File: config.mk
export PLATFORM = sky130hd
export DESIGN_NAME = hex_keypad_scanner
export DESIGN_NICKNAME = d
export VERILOG_FILES = /design/src/rtl/hex_keypad_scanner.sv
export SDC_FILE = /design/constraint.sdc
export NUM_CORES = 1
export LEC_CHECK = 0
export ABC_AREA = 1
export CAP_MARGIN = 20
export CORE_MARGIN = 5
export CORE_UTILIZATION = 55
export DETAILED_ROUTE_END_ITERATION = 10
export HOLD_SLACK_MARGIN = 0.03
export PLACE_DENSITY_LB_ADDON = 0.25
export SKIP_CTS_REPAIR_TIMING = 1
export SLEW_MARGIN = 30
export SYNTH_ARGS = -nofsm -noshare
export SYNTH_HDL_FRONTEND = slang
export SYNTH_SLANG_ARGS = --single-unit
File: constraint.sdc
create_clock -name clk -period 2.35 [get_ports clk]
set_input_delay 0.47 -clock clk [delete_from_list [all_inputs] [get_ports clk]]
set_output_delay 0.47 -clock clk [all_outputs]
set_load 0.02 [all_outputs]
File: src/rtl/hex_keypad_scanner.sv
// 4x4 hex keypad scanner: rotates an active-low column strobe, debounces the sensed rows,
// decodes one key per press and shifts it into a 16-bit entry register.
module hex_keypad_scanner #(
   parameter int SCAN_DIV     = 32768,
   parameter int DEBOUNCE_CNT = 4
) (
   input  logic        clk,
   input  logic        rst_n,
   input  logic [3:0]  rows,
   input  logic        clear,
   output logic [3:0]  cols,
   output logic        key_valid,
   output logic [3:0]  key_code,
   output logic        key_down,
   output logic [15:0] entry
);

   localparam int TW = $clog2(SCAN_DIV);
   localparam int CW = $clog2(DEBOUNCE_CNT + 1);
   localparam logic [TW-1:0] TICK_LAST = TW'(SCAN_DIV - 1);
   localparam logic [TW-1:0] TICK_ONE  = TW'(1);
   localparam logic [CW-1:0] CNT_DONE  = CW'(DEBOUNCE_CNT);
   localparam logic [CW-1:0] CNT_ONE   = CW'(1);

   typedef enum logic [1:0] {
      SCAN     = 2'd0,
      DEBOUNCE = 2'd1,
      HELD     = 2'd2
   } state_t;

   logic [3:0]    rows_p0;
   logic [3:0]    rs;
   logic [TW-1:0] tick_cnt;
   logic          tick;
   state_t        state;
   logic [1:0]    cand_row;
   logic [1:0]    cand_col;
   logic [CW-1:0] cnt;
   logic [CW-1:0] rel_cnt;
   logic          row_hit;
   logic [1:0]    row_idx;
   logic [1:0]    col_idx;
   logic [1:0]    acc_row;
   logic [1:0]    acc_col;
   logic [3:0]    new_code;
   logic          acc_scan;
   logic          acc_deb;
   logic          accept;

   // {hit, index} of the lowest-index low row; hit=0 when no row is pulled low
   function automatic logic [2:0] row_decode(input logic [3:0] r);
      logic [2:0] res;
      res = 3'b000;
      if (!r[0])      res = 3'b100;
      else if (!r[1]) res = 3'b101;
      else if (!r[2]) res = 3'b110;
      else if (!r[3]) res = 3'b111;
      return res;
   endfunction

   function automatic logic [1:0] col_decode(input logic [3:0] c);
      logic [1:0] res;
      res = 2'd3;
      if (!c[0])      res = 2'd0;
      else if (!c[1]) res = 2'd1;
      else if (!c[2]) res = 2'd2;
      return res;
   endfunction

   function automatic logic [3:0] keymap(input logic [1:0] r, input logic [1:0] c);
      logic [3:0] k;
      case ({r, c})
         4'b00_00: k = 4'h1;
         4'b00_01: k = 4'h2;
         4'b00_10: k = 4'h3;
         4'b00_11: k = 4'hA;
         4'b01_00: k = 4'h4;
         4'b01_01: k = 4'h5;
         4'b01_10: k = 4'h6;
         4'b01_11: k = 4'hB;
         4'b10_00: k = 4'h7;
         4'b10_01: k = 4'h8;
         4'b10_10: k = 4'h9;
         4'b10_11: k = 4'hC;
         4'b11_00: k = 4'hE;
         4'b11_01: k = 4'h0;
         4'b11_10: k = 4'hF;
         default:  k = 4'hD;
      endcase
      return k;
   endfunction

   function automatic logic [3:0] rotl(input logic [3:0] c);
      return {c[2:0], c[3]};
   endfunction

   // Stage p0/p1: two-flop row synchroniser
   always_ff @(posedge clk or negedge rst_n) begin
      if (!rst_n) begin
         rows_p0 <= 4'hF;
         rs      <= 4'hF;
      end else begin
         rows_p0 <= rows;
         rs      <= rows_p0;
      end
   end

   always_ff @(posedge clk or negedge rst_n) begin
      if (!rst_n) tick_cnt <= '0;
      else if (tick) tick_cnt <= '0;
      else tick_cnt <= tick_cnt + TICK_ONE;
   end

   assign tick                = (tick_cnt == TICK_LAST);
   assign {row_hit, row_idx}  = row_decode(rs);
   assign col_idx             = col_decode(cols);

   // A single-sample debounce accepts straight from SCAN using the live position
   assign acc_row  = (state == SCAN) ? row_idx : cand_row;
   assign acc_col  = (state == SCAN) ? col_idx : cand_col;
   assign new_code = keymap(acc_row, acc_col);
   assign acc_scan = tick && (state == SCAN) && row_hit && (DEBOUNCE_CNT == 1);
   assign acc_deb  = tick && (state == DEBOUNCE) && row_hit && (row_idx == cand_row)
                     && ((cnt + CNT_ONE) == CNT_DONE);
   assign accept   = acc_scan || acc_deb;

   // Stage p2: scan FSM and registered outputs
   always_ff @(posedge clk or negedge rst_n) begin
      if (!rst_n) begin
         state     <= SCAN;
         cols      <= 4'b1110;
         cand_row  <= 2'd0;
         cand_col  <= 2'd0;
         cnt       <= '0;
         rel_cnt   <= '0;
         key_valid <= 1'b0;
         key_code  <= 4'h0;
         key_down  <= 1'b0;
         entry     <= 16'h0000;
      end else begin
         key_valid <= 1'b0;
         if (accept) begin
            key_valid <= 1'b1;
            key_code  <= new_code;
            entry     <= clear ? 16'h0000 : {entry[11:0], new_code};
         end else if (clear) begin
            entry <= 16'h0000;
         end

         if (tick) begin
            case (state)
               SCAN: begin
                  if (row_hit) begin
                     cand_row <= row_idx;
                     cand_col <= col_idx;
                     cnt      <= CNT_ONE;
                     if (DEBOUNCE_CNT == 1) begin
                        state    <= HELD;
                        key_down <= 1'b1;
                        rel_cnt  <= '0;
                     end else begin
                        state <= DEBOUNCE;
                     end
                  end else begin
                     cols <= rotl(cols);
                  end
               end
               DEBOUNCE: begin
                  if (row_hit && (row_idx == cand_row)) begin
                     if ((cnt + CNT_ONE) == CNT_DONE) begin
                        state    <= HELD;
                        key_down <= 1'b1;
                        rel_cnt  <= '0;
                     end else begin
                        cnt <= cnt + CNT_ONE;
                     end
                  end else begin
                     state <= SCAN;
                     cols  <= rotl(cols);
                  end
               end
               HELD: begin
                  if (row_hit) begin
                     rel_cnt <= '0;
                  end else if ((rel_cnt + CNT_ONE) == CNT_DONE) begin
                     state    <= SCAN;
                     key_down <= 1'b0;
                     rel_cnt  <= '0;
                  end else begin
                     rel_cnt <= rel_cnt + CNT_ONE;
                  end
               end
               default: begin
                  state    <= SCAN;
                  key_down <= 1'b0;
               end
            endcase
         end
      end
   end

endmodule
# --- Word level (Yosys, flattened, before mapping) ---
# Memory sizes are Yosys's and may differ from the RTL's.
# Cells that the tools add are included.
# W data, S select, Z words.
op_classes:
  eq_ne: 15
  n_reduce_logical: 15
  muxes: 37
  bitwise_logic: 1
  n_addsub: 3
op_table:
  columns: ["op", "count"]
  rows:
  - ["$mux W16", 3]
  - ["$mux W3", 11]
  - ["$mux W2", 9]
  - ["$add A15 B1 Y15 const B", 1]
  - ["$eq A15 B15 Y1 const B", 1]
  - ["$mux W15", 1]
  - ["$ne A2 B2 Y1 const B", 6]
  - ["$pmux W3 S2", 2]
  - ["$reduce_and A5 Y1", 2]
  - ["$mux W4", 2]
  - ["$pmux W4 S2", 1]
  - ["$reduce_and A4 Y1", 2]
  - ["$add A3 B1 Y3 const B", 2]
  - ["$eq A3 B3 Y1 const B", 2]
  - ["$mux W1", 6]
  - ["$pmux W2 S3", 1]
  - ["$reduce_and A6 Y1", 1]
  - ["$reduce_bool A2 Y1", 3]
  - ["$logic_and A1 B1 Y1", 5]
  - ["$ne A2 B1 Y1 const B", 2]
  - ["$ne A3 B3 Y1 const B", 1]
  - ["$pmux W1 S3", 1]
  - ["$reduce_and A3 Y1", 1]
  - ["$eq A2 B1 Y1 const B", 1]
  - ["4 further kinds", 4]
word_totals:
  romBits: 64
  in_bits: 7
  wordCells: 85
  output_inout_bits: 26
  reg_bits: 61
  mem_count: 1
memory_table:
  columns: ["name", "depth", "word_bits", "rd", "rd_ports_with_merged_regs", "wr", "line", "rtl"]
  rows:
  - ["(name not given)", 16, 4, 1, 0, 0, "72", "case ({r, c})"]

# --- Depth between registers and ports, before layout ---
logic_depth:
  depth_word: 8
  depth_mapped: 12
  depth_no_buf: 12

# --- Least setup slack after synthesis ---
# No wires, ideal clock.
synth_timing:
  path_type: "register -> register"
  start: "reg rs[0]"
  end: "reg entry[10]"
  path_buffers: 1
  path_slack_ns: 0.638
  arrival_time_ns: 1.595
  setup_ns: 0.117
  synth_period_minus_slack_ns: 1.712
  path_stages_with_launch: 11
  cell_sequence: "dfstp_2 > nand2_2 > inv_1 > nand2_2 > a21oi_1 > nand3_2 > nor2_4 > nor2_4 > buf_6 > nand2_1 > nand2_1"
synth_via:
  elab_chain_len: 5
  word_cells_on_any_way: 7
  cone_classes: "eq/ne (1); mux (2); reduce/logical (4)"
synth_lines:
  columns: ["element", "line", "rtl"]
  rows:
  - ["start: declaration", "32", "logic [3:0] rs;"]
  - ["start signal: assignment", "104", "rs <= rows_p0;"]
  - ["$mux W3 (*)", "54", "if (!r[0]) res = 3'b100;"]
  - ["$eq A2 B2 Y1 or $logic_and A1 B1 Y1 (tied branches)", "123", "assign acc_deb = tick && (state == DEBOUNCE) && row_hit && (row_idx == cand_row)"]
  - ["$logic_and A1 B1 Y1 (*)", "123", null]
  - ["$logic_and A1 B1 Y1 (*)", "124", "&& ((cnt + CNT_ONE) == CNT_DONE);"]
  - ["net acc_deb", "47", "logic acc_deb;"]
  - ["$mux W16 or $reduce_bool A2 Y1 (tied branches)", null, null]
  - ["end signal: assignment", "145", "entry <= clear ? 16'h0000 : {entry[11:0], new_code};"]
  - ["end: declaration", "15", "output logic [15:0] entry"]
# Mark *: on every way through the listed nets, which the timed path passes. The rest lies on a longest branch.
# A chain may end at the register's enable or synchronous reset.

# --- Final worst setup path ---
layout_timing:
  start: "reg cols[1]"
  end: "out cols[1]"
layout_rtl:
  columns: ["element", "line", "rtl"]
  rows:
  - ["start: declaration", "11", "output logic [3:0] cols,"]
  - ["start signal: assignment", "165", "cols <= rotl(cols);"]
  - ["start signal: assignment", "179", "cols <= rotl(cols);"]
# No word-level cell between the ends.

==> impl_metrics.py <==
metrics = {
    "status": {
        "status": "complete, no violations",
    },
    "critical_path": {
        "critPathMaxStageDelay_ns": 0.61,
        "crit_buf_inv": 1,
        "crit_chain": "clkdlybuf4s50_1",
        "cp.required_ns": 1.88,
        "cp_top_family": "buffers and inverters",
        "r2r.worst_path.cells": 8,
        "cp.depth": 1,
        "rrSetupSlack_ns": 0.37,
        "endpoint_kind": "output pin",
        "r2r_start": "rs[0]$_DFF_PN1_",
        "r2r_end": "entry[10]$_DFFE_PN0P_",
        "cp.arrival_ns": 1.52,
        "cp_slowest_cell": "clkdlybuf4s50_1",
        "critPathMaxFanout": 5,
        "worstSetupStartpointType": "register",
        "crit_type": "register to output pin",
    },
    "timing": {
        "fin_skew_ns": 0.00796,
        "min_period_ns": 1.99,
        "setup_tns_ns": 0,
        "maxSlewViolCount": 0,
        "timing.final.crit_share_pct": 84.8,
        "finalHoldViolations": 0,
        "fin_ws_ns": 0.356,
        "timing.fmax_ghz": 0.502,
        "rsz0062_at_grt": "no",
        "worstMarginPinSlew_ns": 0.619,
        "relSlewSlack_pct": 58.8,
        "setup_viol": 0,
    },
    "clock_tree": {
        "htree_levels": 3,
        "clk_pin_slew_ns": 0.07,
        "cts_sinks": 61,
        "ctsLongestPathBuffers": 2,
        "cts-root-buf": "clkbuf_8",
        "tritoncts": "done",
        "clkLatencyLatePin_ns": 0.35,
        "cts_buffers": 9,
    },
    "grt": {
        "gr-total-overflow": 0,
        "track_usage_pct": 17.7,
        "grt_pass1_wl_um": 10100,
        "grt_pass1_vias": 2276,
        "antenna_found_initial": 0,
        "grt_start_max_net_pins": 35,
    },
    "flow_run": {
        "drv_cap": 0,
    },
    "logic_synthesis": {
        "synth_area_leaders": "dfrtp_1 (43%), nand2_1 (18%), dfstp_2 (9.8%)",
        "synth_top_area_share_pct": 42.6,
        "synthAdderAreaFrac_pct": 2.98,
        "ys_ff_latch": 61,
        "synth_compound_area_share_pct": 5.45,
        "synth_area_per_cell_um2": 8.30,
        "synthCells": 354,
        "synth_largest_area_cell": "dfrtp_1",
        "ys_seq_area_share_pct": 52.4,
        "synth.distinct_cells": 25,
        "syn_nets": 368,
        "synthMuxAreaShare_pct": 0,
        "synth_xor_area_share_pct": 2.39,
        "yosys.area_share.simple_pct": 31.6,
        "synth_top_family_by_area": "simple AND/OR/NAND/NOR gates",
        "netlist_area_um2": 2940,
        "synth_warnings": 0,
    },
    "floorplanning": {
        "chipHeight_um": 83.1,
        "core_um2": 5140,
        "die-area_um2": 6900,
        "die_w_um": 83.1,
        "start_util_pct": 57.1,
        "ios": 33,
        "row_count": 26,
    },
    "cells_and_area": {
        "finish.utilization_pct": 68.9,
        "fin_cells": 472,
        "synthToLayoutAreaGrowth_pct": 20.7,
        "drive_gt1_share_pct": 10.7,
        "antenna_cells": 0,
        "nets": 411,
    },
    "place": {
        "place_inst": 456,
        "port_buffers": 32,
        "gp_congestion": 0.843,
        "hpwl_um": 4050,
        "place_ws_ns": 0.385,
    },
    "routing": {
        "num_vias": 2327,
        "drtIter0Drc": 102,
        "drt.antenna.violating_nets": 0,
        "drc": 0,
        "firstDrtPassIters": 5,
        "post_drt_wl_per_cell_um": 11.6,
        "vias_per_cell": 4.93,
        "drt-total-wl_um": 5460,
    },
    "power_and_ir_drop": {
        "power_density_nw_per_um2": 583,
        "p_leak_nw": 1.74,
        "irDropWorstVdd_mv": 0.448,
    },
    "min_path": {
        "hp-class": "input pin to asynchronous set/reset pin",
    },
}
registers in the layout, summed over array words and instances, names as in the netlist:
name,cells
rows_p0,4
tick_cnt,15
cnt,3
entry,16
state,2
cand_col,2
key_code,4
cand_row,2
cols,4
rel_cnt,3
key_valid,1
key_down,1
rs,4
area by class of cell:
class	instances	area (µm²)
clock inverter	7	75.1
tap	70	87.6
timing repair buffer	34	343
inverter	34	128
multi-input combinational	257	1250
fill	453	1600
clock buffer	9	124
sequential	61	1540
cells in the mapped netlist:
| master | number |
|---|---|
| nor3_1 | 3 |
| inv_1 | 34 |
| xnor2_1 | 1 |
| o21ai_1 | 2 |
| dfrtp_1 | 50 |
| nand4_1 | 1 |
| nor3_4 | 1 |
| nor2_4 | 3 |
| dfstp_2 | 11 |
| a2bb2oi_1 | 1 |
| nand2_2 | 3 |
| o21ai_0 | 23 |
| xor2_1 | 7 |
| nand3b_1 | 3 |
| a21oi_1 | 4 |
| nor3b_4 | 1 |
| nand3_2 | 3 |
| nand3_1 | 18 |
| ha_1 | 7 |
| a31oi_1 | 1 |
| nand4_4 | 1 |
| buf_6 | 2 |
| nor2_2 | 1 |
| nor2_1 | 36 |
| nand2_1 | 137 |
placed cells by master, fill, tap and decap left out, types with 4 or more instances in the layout:
master,netlist,final
dfrtp_1,50,50
clkbuf_8,0,9
ha_1,7,7
clkdlybuf4s50_1,0,31
dfstp_2,11,11
a21oi_1,4,4
inv_1,34,34
nor2_1,36,36
nand2_1,137,137
o21ai_0,23,23
nand3_1,18,18
xor2_1,7,7
report_power, final:
part | internal, mW | switching, mW | total (mW)
logic | 0.0212 | 0.0474 | 0.0686
registers | 1.06 | 0.00326 | 1.07
clock network | 0.492 | 0.441 | 0.932
total | 1.58 | 0.491 | 2.07
metal layers:
| metal | up-vias | GRT usage [%] | routed length, µm |
|---|---|---|---|
| met5 | - | 0 | 0 |
| met4 | 0 | 9.66 | 77 |
| met3 | 10 | 3.76 | 251 |
| met2 | 43 | 27.9 | 2550 |
| met1 | 1070 | 22.8 | 2580 |
| li1 | 1204 | - | - |
cells by family after synthesis:
logic type	Yosys count
AND/OR/NAND/NOR	211
XOR/XNOR	8
buffers and inverters	36
AO/OA/AOI/OAI	31
adder cells (fa/ha/maj)	7
flip-flops	61
stage by stage:
stage                     area [µm²]  hold slack, ns  power [mW]
after floorplan                 2940           0.174        1.12
after global placement          3340           0.345        1.15
after detailed placement        3340           0.347        1.16
after CTS                       3540           0.139        2.09
after global routing            3540           0.177        2.14
final                           3540           0.132        2.07
worst max path at each step:
stage                         from               endpoint  slack, ns
5_1_grt            rs[0]$_DFF_PN1_   entry[5]$_DFFE_PN0P_       0.12
6_report       cols[1]$_DFFE_PN1P_                cols[1]       0.36
3_5_place_dp       rs[0]$_DFF_PN1_  entry[10]$_DFFE_PN0P_       0.39
2_1_floorplan      rs[0]$_DFF_PN1_  entry[10]$_DFFE_PN0P_       0.64
3_3_place_gp       rs[0]$_DFF_PN1_  entry[14]$_DFFE_PN0P_       0.46
4_1_cts        cols[1]$_DFFE_PN1P_                cols[1]       0.33
(Power assumes the default switching activity.)
